## config.mk

```make
export PLATFORM = sky130hd
export DESIGN_NAME = seg7_scan_driver_flat
export DESIGN_NICKNAME = d
export VERILOG_FILES = /design/src/rtl/seg7_scan_driver_if.sv /design/src/rtl/seg7_scan_driver.sv /design/src/flat_wrapper.sv
export SDC_FILE = /design/constraint.sdc
export NUM_CORES = 1
export LEC_CHECK = 0
export CORE_MARGIN = 1.5
export CORE_UTILIZATION = 51
export CTS_BUF_LIST = sky130_fd_sc_hd__clkbuf_8
export CTS_CLUSTER_SIZE = 16
export DETAILED_ROUTE_END_ITERATION = 12
export PLACE_DENSITY = 0.81
export RECOVER_POWER = 50
export SETUP_SLACK_MARGIN = 0.3
export SYNTH_ARGS = -nofsm -noshare
export SYNTH_HDL_FRONTEND = slang
export SYNTH_SLANG_ARGS = --single-unit
```

## constraint.sdc

```tcl
create_clock -name clk -period 1.9 [get_ports clk]
set_input_delay 0.285 -clock clk [delete_from_list [all_inputs] [get_ports clk]]
set_output_delay 0.285 -clock clk [all_outputs]
set_load 0.01 [all_outputs]
```

## src/rtl/seg7_scan_driver_if.sv

```systemverilog
`default_nettype none
// ============================================================================
// Module   : seg7_scan_driver_if
// Brief    : Load bus carrying BCD digits and decimal-point mask into the
//            seven-segment scan driver.
// Revision : 1.0 - initial release
// ============================================================================
interface seg7_scan_driver_if;
  logic       load;
  logic [3:0] thos;
  logic [3:0] huns;
  logic [3:0] tens;
  logic [3:0] ones;
  logic [3:0] dp_mask;

  // Upstream BCD source drives the bus
  modport master (
    output load,
    output thos,
    output huns,
    output tens,
    output ones,
    output dp_mask
  );

  // Scan driver samples the bus
  modport slave (
    input load,
    input thos,
    input huns,
    input tens,
    input ones,
    input dp_mask
  );
endinterface
`default_nettype wire

```

## src/rtl/seg7_scan_driver.sv

```systemverilog
`default_nettype none
// ============================================================================
// Module   : seg7_scan_driver
// Brief    : Four-digit time-multiplexed common-anode seven-segment driver.
//            Digits are captured into a shadow register on a load strobe and
//            scanned thousands -> ones, each slot opening with an all-off
//            blanking gap to suppress ghosting. All outputs are registered.
// Options  : SEG_LZ_BLANK_EN - when defined, leading zeros are blanked
//            during DRIVE (ones digit is never blanked).
// Revision : 1.0 - initial release
// ============================================================================
module seg7_scan_driver #(
  parameter int SCAN_DIV  = 100000,  // cycles per digit slot, >= 4
  parameter int BLANK_CYC = 1000     // blank cycles per slot, 1 .. SCAN_DIV-2
) (
  input  wire logic              clk,
  input  wire logic              rst_n,
  seg7_scan_driver_if.slave      bcd,
  output logic [3:0]             an,
  output logic [6:0]             seg,
  output logic                   dp,
  output logic                   slot_done
);

  localparam int                PCNT_W    = (SCAN_DIV > 1) ? $clog2(SCAN_DIV) : 1;
  localparam logic [PCNT_W-1:0] PCNT_LAST = PCNT_W'(SCAN_DIV - 1);
  localparam logic [PCNT_W-1:0] PCNT_DRV  = PCNT_W'(BLANK_CYC);
  localparam logic [6:0]        SEG_OFF   = 7'h7F;
  localparam logic [6:0]        SEG_DASH  = 7'h3F;

  typedef enum logic [0:0] {
    ST_BLANK = 1'b0,
    ST_DRIVE = 1'b1
  } state_t;

  state_t            state;
  logic [PCNT_W-1:0] pcnt;
  logic [1:0]        idx;

  logic [3:0] sh_thos;
  logic [3:0] sh_huns;
  logic [3:0] sh_tens;
  logic [3:0] sh_ones;
  logic [3:0] sh_dp_mask;

  logic [3:0] digit_sel;
  logic       dp_sel;
  logic       lz_blank;
  logic [6:0] seg_drive;
  logic [3:0] an_drive;

  // Active-low decode; non-BCD codes show a dash so a bad upstream value is
  // visible rather than silently mimicking a real digit.
  function automatic logic [6:0] seg7_decode(input logic [3:0] d);
    logic [6:0] s;
    case (d)
      4'd0:    s = 7'h40;
      4'd1:    s = 7'h79;
      4'd2:    s = 7'h24;
      4'd3:    s = 7'h30;
      4'd4:    s = 7'h19;
      4'd5:    s = 7'h12;
      4'd6:    s = 7'h02;
      4'd7:    s = 7'h78;
      4'd8:    s = 7'h00;
      4'd9:    s = 7'h10;
      default: s = SEG_DASH;
    endcase
    return s;
  endfunction

  // Shadow register: last sampled value wins while load is held
  always_ff @(posedge clk or negedge rst_n) begin
    if (!rst_n) begin
      sh_thos    <= 4'h0;
      sh_huns    <= 4'h0;
      sh_tens    <= 4'h0;
      sh_ones    <= 4'h0;
      sh_dp_mask <= 4'h0;
    end else if (bcd.load) begin
      sh_thos    <= bcd.thos;
      sh_huns    <= bcd.huns;
      sh_tens    <= bcd.tens;
      sh_ones    <= bcd.ones;
      sh_dp_mask <= bcd.dp_mask;
    end
  end

  // Select the shadow digit and decimal point for the current slot
  always_comb begin
    digit_sel = sh_ones;
    case (idx)
      2'd3:    digit_sel = sh_thos;
      2'd2:    digit_sel = sh_huns;
      2'd1:    digit_sel = sh_tens;
      default: digit_sel = sh_ones;
    endcase
    dp_sel = sh_dp_mask[idx];
  end

`ifdef SEG_LZ_BLANK_EN
  // Leading-zero suppression: a digit blanks only if it and every more
  // significant digit are zero; the ones digit always shows.
  always_comb begin
    lz_blank = 1'b0;
    case (idx)
      2'd3:    lz_blank = (sh_thos == 4'h0);
      2'd2:    lz_blank = (sh_thos == 4'h0) && (sh_huns == 4'h0);
      2'd1:    lz_blank = (sh_thos == 4'h0) && (sh_huns == 4'h0) &&
                          (sh_tens == 4'h0);
      default: lz_blank = 1'b0;
    endcase
  end
`else
  // Without suppression every digit is always decoded
  assign lz_blank = 1'b0;
`endif

  // Drive-phase output values; anode timing is independent of blanking
  always_comb begin
    seg_drive = lz_blank ? SEG_OFF : seg7_decode(digit_sel);
    an_drive  = ~(4'b0001 << idx);
  end

  // Prescaler, slot index, blank/drive FSM and registered display outputs.
  // Outputs reflect the state of the previous cycle, so a change of shadow
  // data or FSM state becomes visible one edge later.
  always_ff @(posedge clk or negedge rst_n) begin
    if (!rst_n) begin
      pcnt      <= '0;
      idx       <= 2'd3;
      state     <= ST_BLANK;
      an        <= 4'hF;
      seg       <= SEG_OFF;
      dp        <= 1'b1;
      slot_done <= 1'b0;
    end else begin
      // Registered outputs from the current state
      case (state)
        ST_DRIVE: begin
          an  <= an_drive;
          seg <= seg_drive;
          dp  <= ~dp_sel;
        end
        default: begin
          an  <= 4'hF;
          seg <= SEG_OFF;
          dp  <= 1'b1;
        end
      endcase
      slot_done <= (idx == 2'd0) && (pcnt == PCNT_LAST);

      // Prescaler wrap ends the slot and steps 3 -> 2 -> 1 -> 0 -> 3
      if (pcnt == PCNT_LAST) begin
        pcnt <= '0;
        idx  <= idx - 2'd1;
      end else begin
        pcnt <= pcnt + 1'b1;
      end

      // Next state tracks where pcnt is going
      case (state)
        ST_BLANK: begin
          if ((pcnt != PCNT_LAST) && ((pcnt + 1'b1) == PCNT_DRV)) begin
            state <= ST_DRIVE;
          end
        end
        ST_DRIVE: begin
          if (pcnt == PCNT_LAST) begin
            state <= ST_BLANK;
          end
        end
        default: state <= ST_BLANK;
      endcase
    end
  end

endmodule
`default_nettype wire

```

## src/flat_wrapper.sv

```systemverilog
// flat-port wrapper written by rule: the top's interface ports become plain ports
module seg7_scan_driver_flat 
#(
  parameter int SCAN_DIV  = 100000,                                
  parameter int BLANK_CYC = 1000                                              
)
  (clk, rst_n, an, seg, dp, slot_done, bcd_load, bcd_thos, bcd_huns, bcd_tens, bcd_ones, bcd_dp_mask);
  seg7_scan_driver_if bcd_i ();
  input  wire logic clk;
  input  wire logic rst_n;
  output logic [3:0] an;
  output logic [6:0] seg;
  output logic dp;
  output logic slot_done;
  input wire logic [$bits(bcd_i.load)-1:0] bcd_load;
  input wire logic [$bits(bcd_i.thos)-1:0] bcd_thos;
  input wire logic [$bits(bcd_i.huns)-1:0] bcd_huns;
  input wire logic [$bits(bcd_i.tens)-1:0] bcd_tens;
  input wire logic [$bits(bcd_i.ones)-1:0] bcd_ones;
  input wire logic [$bits(bcd_i.dp_mask)-1:0] bcd_dp_mask;
  assign bcd_i.load = bcd_load;
  assign bcd_i.thos = bcd_thos;
  assign bcd_i.huns = bcd_huns;
  assign bcd_i.tens = bcd_tens;
  assign bcd_i.ones = bcd_ones;
  assign bcd_i.dp_mask = bcd_dp_mask;
  seg7_scan_driver #(.SCAN_DIV(SCAN_DIV), .BLANK_CYC(BLANK_CYC)) u_core (.clk(clk), .rst_n(rst_n), .bcd(bcd_i), .an(an), .seg(seg), .dp(dp), .slot_done(slot_done));
endmodule
```

# After elaboration in Yosys (flattened, before gate mapping)
# Memory sizes are Yosys's and may differ from the RTL's.
# Cells that the tools add are included.
[totals] rom_bits=112 regBits=53 elab_cells=39 output_inout_bits=13 input_bits=23 n_memories=1
[op_classes] shift=1 bitwise=3 n_addsub=2 muxes=10 n_reduce_logical=3 n_lt_le_gt_ge=1 n_eq_ne=6
[mem_list] memory="(no name shown)" words=16 width=7 read_ports=1 rd_ports_with_merged_regs=0 write_ports=0 line_no="seg7_scan_driver.sv:56" source="case (d)"
[op_table] cell="adder 17 x 1 -> 17 bit, second input constant" count=1
[op_table] cell="equality test 17 x 10 -> 1 bit, second input constant" count=1
[op_table] cell="equality test 17 bit, second input constant" count=1
[op_table] cell="2-to-1 mux 17 bit" count=1
[op_table] cell="inequality test 17 bit, second input constant" count=1
[op_table] cell="case mux 4 bit (3 select lines)" count=1
[op_table] cell="2-to-1 mux 7 bit" count=1
[op_table] cell="equality test 2 bit, second input constant" count=2
[op_table] cell="2-to-1 mux 1 bit" count=4
[op_table] cell="2-to-1 mux 4 bit" count=1
[op_table] cell="inverter 4 bit" count=1
[op_table] cell="<< shifter 1 x 2 -> 4 bit, first input constant" count=1
[op_table] cell="less-than comparator 2 x 3 -> 1 bit, second input constant" count=1
[op_table] cell="binary-select mux 1 bit (select 2 bit)" count=1
[op_table] cell="equality test 2 x 1 -> 1 bit, second input constant" count=1
[op_table] cell="logical AND 1 bit" count=2
[op_table] cell="logical NOT 2 bit" count=1
[op_table] cell="inverter 1 bit" count=2
[op_table] cell="case mux 1 bit (2 select lines)" count=1
[op_table] cell="subtractor 2 x 1 -> 2 bit, second input constant" count=1

# Longest topological paths before layout
[logic_depth] ltp_word=5 depth_mapped=10 mapped_depth_nobuf=10

# Worst setup path after synthesis
# No wires, ideal clock.
[synth_path] path_type="flip-flop to flip-flop" startpoint="reg u_core.idx[1]" endpoint="reg u_core.seg[3]" period_less_slack_ps=2082 path_stages_with_launch=10 n_path_buf=0 required_ps=1808 setup_slack_ps=-182 setup_ps=92 arrival_ps=1989 path_cell_list="dfstp_2 -> inv_1 -> ha_1 -> a222oi_1 -> mux2_2 -> inv_1 -> ha_1 -> or2_0 -> a21oi_1 -> o21ai_1"
[synth_via] elab_chain_cells=4 elab_cells_between_ends=6 cone_classes="eq/ne (3); mux (2); memory (1)"
[synth_lines] element="start, declared" line_no="seg7_scan_driver.sv:38" source="logic [1:0] idx;"
[synth_lines] element="start signal, assigned" line_no="seg7_scan_driver.sv:156" source="idx <= idx - 2'd1;"
[synth_lines] element="equality test 2 x 1 -> 1 bit or equality test 2 bit (tied branches)" line_no="seg7_scan_driver.sv:92" source="case (idx)"
[synth_lines] element="case mux 4 bit (3 select lines) (*)" line_no="seg7_scan_driver.sv:92"
[synth_lines] element="memory read (16 x 7 bit) (*)"
[synth_lines] element="2-to-1 mux 7 bit (*)" line_no="seg7_scan_driver.sv:139" source="case (state)"
[synth_lines] element="end signal, assigned" line_no="seg7_scan_driver.sv:142" source="seg <= seg_drive;"
[synth_lines] element="end, declared" line_no="seg7_scan_driver.sv:20" source="output logic [6:0] seg,"
# Every way passes the cells marked *; elsewhere a longest branch is shown, timed or not.
# A chain may end at the register's enable or synchronous reset.

# Worst setup path in the final report
# Same ends and word-level chain as after synthesis.

==> results.sh <==
export IMPL_groute_usage_overall=0.2217
export IMPL_dr_pass1_iters=5
export IMPL_failed_checks="setup timing"
export IMPL_powerDensity_nw_per_um2=575.2
export IMPL_path_max_fanout=4
export IMPL_cpMostUsedCell="ha_4"
export IMPL_fmax_ghz=0.4621
export IMPL_timing_final_ws_setup_ns=-0.2639
export IMPL_dieArea_um2=5482
export IMPL_die_x_um=74.04
export IMPL_slew_violations=0
export IMPL_fin_worst_skew_ns=0.009325
export IMPL_hold_class="reg -> reg"
export IMPL_cts_reportedPaths_clkPinSlew_ns=0.10
export IMPL_cts_buffers_inserted=5
export IMPL_drc_errors=0
export IMPL_path_cells="inv_4, ha_4, a222oi_1, mux2_4, inv_2, ha_4, or2_1, a21oi_2, o21ai_1"
export IMPL_layout_common_cells="dfrtp_1 (37), buf_4 (35), clkdlybuf4s50_1 (21), nand2_1 (18), mux2_2 (16)"
export IMPL_yosys_warnings=0
export IMPL_area_growth_pct=39.82
export IMPL_cap_violations=0
export IMPL_core_area_um2=4786
export IMPL_tightest_slew_ns=1.156
export IMPL_synth_edff_count=0
export IMPL_intPower_w=0.001563
export IMPL_cts_buffer_depth=2
export IMPL_period_needed_ns=2.164
export IMPL_power_leakage_nw=1.476
export IMPL_row_count=25
export IMPL_syn_inst=226
export IMPL_wirelength_um=6161
export IMPL_syn_num_nets=261
export IMPL_crit_required_ns=2.12
export IMPL_globalplace_congestion=0.8281
export IMPL_ant_nets=0
export IMPL_combPwrFrac=0.127
export IMPL_diodes=0
export IMPL_clock_sinks=53
export IMPL_syn_area_per_cell_um2=11.39
export IMPL_io_pin_count=36
export IMPL_worstSkewPairLatency_ns=0.31
export IMPL_portBuffers=35
export IMPL_die_h_um=74.04
export IMPL_post_route_util=0.7519
export IMPL_final_common_cell="dfrtp_1"
export IMPL_cp_num_buf_inv=2
export IMPL_cp_end_kind="flop"
export IMPL_ys_ff_latch=53
export IMPL_synthArstFlopShare=1.000
export IMPL_hpwl_um=3840
export IMPL_grt_max_degree=25
export IMPL_yosysSeqAreaShare=0.5221
export IMPL_arrival_ns=2.39
export IMPL_avgViaCountPerCell=5.547
export IMPL_power_frac_clock=0.296
export IMPL_p_sw_frac=0.2451
export IMPL_slowest_stage="dfstp_2"
export IMPL_crit_family="compound AO/OA/AOI/OAI gates"
export IMPL_outcome="finished with violations"
export IMPL_nets=338
export IMPL_rsz0062_at_grt="yes"
export IMPL_dp_slack_ns=-0.1633
export IMPL_p_total_w=0.002070
export IMPL_grt_remaining_overflow=0
export IMPL_slowest_delay_ns=0.58
export IMPL_relSlewSlack=0.2296
export IMPL_layout_drive_gt1_share=0.3980
export IMPL_cts_max_level=2
export IMPL_netlist_area_um2=2574
export IMPL_antenna_found_initial=0
export IMPL_stdcell_area_um2=3598
export IMPL_cts_tree="built"
export IMPL_switching_power_w=0.0005073
export IMPL_initial_core_util=0.5378
export IMPL_grt_pass1_vias=2030
export IMPL_yosys_most_used_dff="dfrtp_1"
export IMPL_num_vias=2058
export IMPL_setup_violations_final=7
export IMPL_fin_crit_sh=1.139
export IMPL_startpoint_type="flop"
export IMPL_placed_cell_area_um2=3242
export IMPL_seqPwrFrac=0.577
export IMPL_ys_types=43
export IMPL_path_class="reg -> reg"
export IMPL_avgRoutedWirePerCell_um=16.61
export IMPL_grt_pass1_wl_um=9114
export IMPL_drt_iter0_markers=237
export IMPL_cts_root_buffer="clkbuf_8"
export IMPL_hold_violations=0
export IMPL_peakVddDrop_mv=0.4619
kinds of logic after synthesis:
group,count (synthesis),share of synthesized area
simple gates,72,0.1512
mux,24,0.1070
fa+ha+maj,12,0.05834
xor+xnor,17,0.05785
buf+inv,19,0.03403
flops,53,0.5221
compound gates,29,0.06952
metrics by stage:
step,std cells,TNS (ns),hold WS (ns)
global placement,350,-0.2316,0.2588
global route,371,-3.003,0.5292
finish,371,-1.308,0.5092
floorplan,226,-0.1281,-0.01059
detailed placement,350,-0.7385,0.2664
CTS,366,-0.6425,0.4680
per-layer routing:
layer | up-vias | global-route usage | wire length, um
li1 | 948 | - | -
met1 | 1020 | 0.2793 | 2597
met2 | 77 | 0.3700 | 3142
met3 | 13 | 0.04878 | 294
met4 | 0 | 0.09259 | 126
met5 | - | 0 | 0
what timing repair did:
item	in CTS	in global routing
hold endpoints to repair	9	0
buffers inserted	7	4
gates cloned	0	1
hold buffers	1	0
pin swaps	9	12
gates resized for setup	37	25
setup endpoints to repair	32	22
Yosys cell counts (all sizes together) (3+ instances only):
| cell type | n | area [um2] |
|---|---|---|
| dfrtp | 39 | 975.9 |
| mux2 | 18 | 202.7 |
| nand2 | 18 | 67.56 |
| dfstp | 14 | 367.9 |
| nor2 | 14 | 52.55 |
| o21ai | 13 | 65.06 |
| ha | 12 | 150.1 |
| inv | 11 | 41.29 |
| nand3 | 10 | 50.05 |
| xnor2 | 10 | 87.58 |
| xor2 | 7 | 61.31 |
| a21oi | 6 | 30.03 |
| clkbuf | 5 | 18.77 |
| mux2i | 5 | 50.05 |
| a222oi | 4 | 40.04 |
| nand4 | 4 | 25.02 |
| nor2b | 4 | 25.02 |
| and3 | 3 | 18.77 |
| buf | 3 | 27.52 |
| nand2b | 3 | 18.77 |
| nor3 | 3 | 15.01 |
| or2 | 3 | 18.78 |
final cells by class:
cell class | count | area [um2]
multi-input combinational | 155 | 1364
clock buffer | 5 | 68.82
sequential | 53 | 1346
tap | 67 | 83.83
clock inverter | 3 | 13.76
inverter | 11 | 51.30
timing repair buffer | 77 | 670.6
fill | 286 | 1187
sequential cells by signal (all words and copies together), names as in the netlist:
signal	count
u_core.an	4
u_core.dp	1
u_core.idx	2
u_core.pcnt	17
u_core.seg	7
u_core.sh_dp_mask	4
u_core.sh_huns	4
u_core.sh_ones	4
u_core.sh_tens	4
u_core.sh_thos	4
u_core.slot_done	1
u_core.state	1
power groups by stage:
stage | Clock, W | Combinational [W] | Sequential (W)
6_report | 0.000613 | 0.000263 | 0.00119
5_1_grt | 0.000673 | 0.000289 | 0.00120
4_1_cts | 0.000623 | 0.000235 | 0.00119
3_5_place_dp | 0 | 0.000219 | 0.00121
3_3_place_gp | 0 | 0.000211 | 0.00121
2_1_floorplan | 0 | 0.000114 | 0.00120
worst paths after layout:
check	startpoint	endpoint	slack, ns	cells past startpoint
max in group asynchronous	rst_n	u_core.dp	0.23	3
setup reg to reg	u_core.idx[1]	u_core.seg[3]	-0.26	9
hold reg to reg	u_core.sh_dp_mask[2]	u_core.sh_dp_mask[2]	0.51	1
hold / removal	u_core.sh_dp_mask[2]	u_core.sh_dp_mask[2]	0.51	1
setup / recovery	u_core.idx[1]	u_core.seg[3]	-0.26	9
min in group asynchronous	rst_n	u_core.sh_ones[3]	0.72	2
No activity file was read; power rests on OpenSTA's default activity.
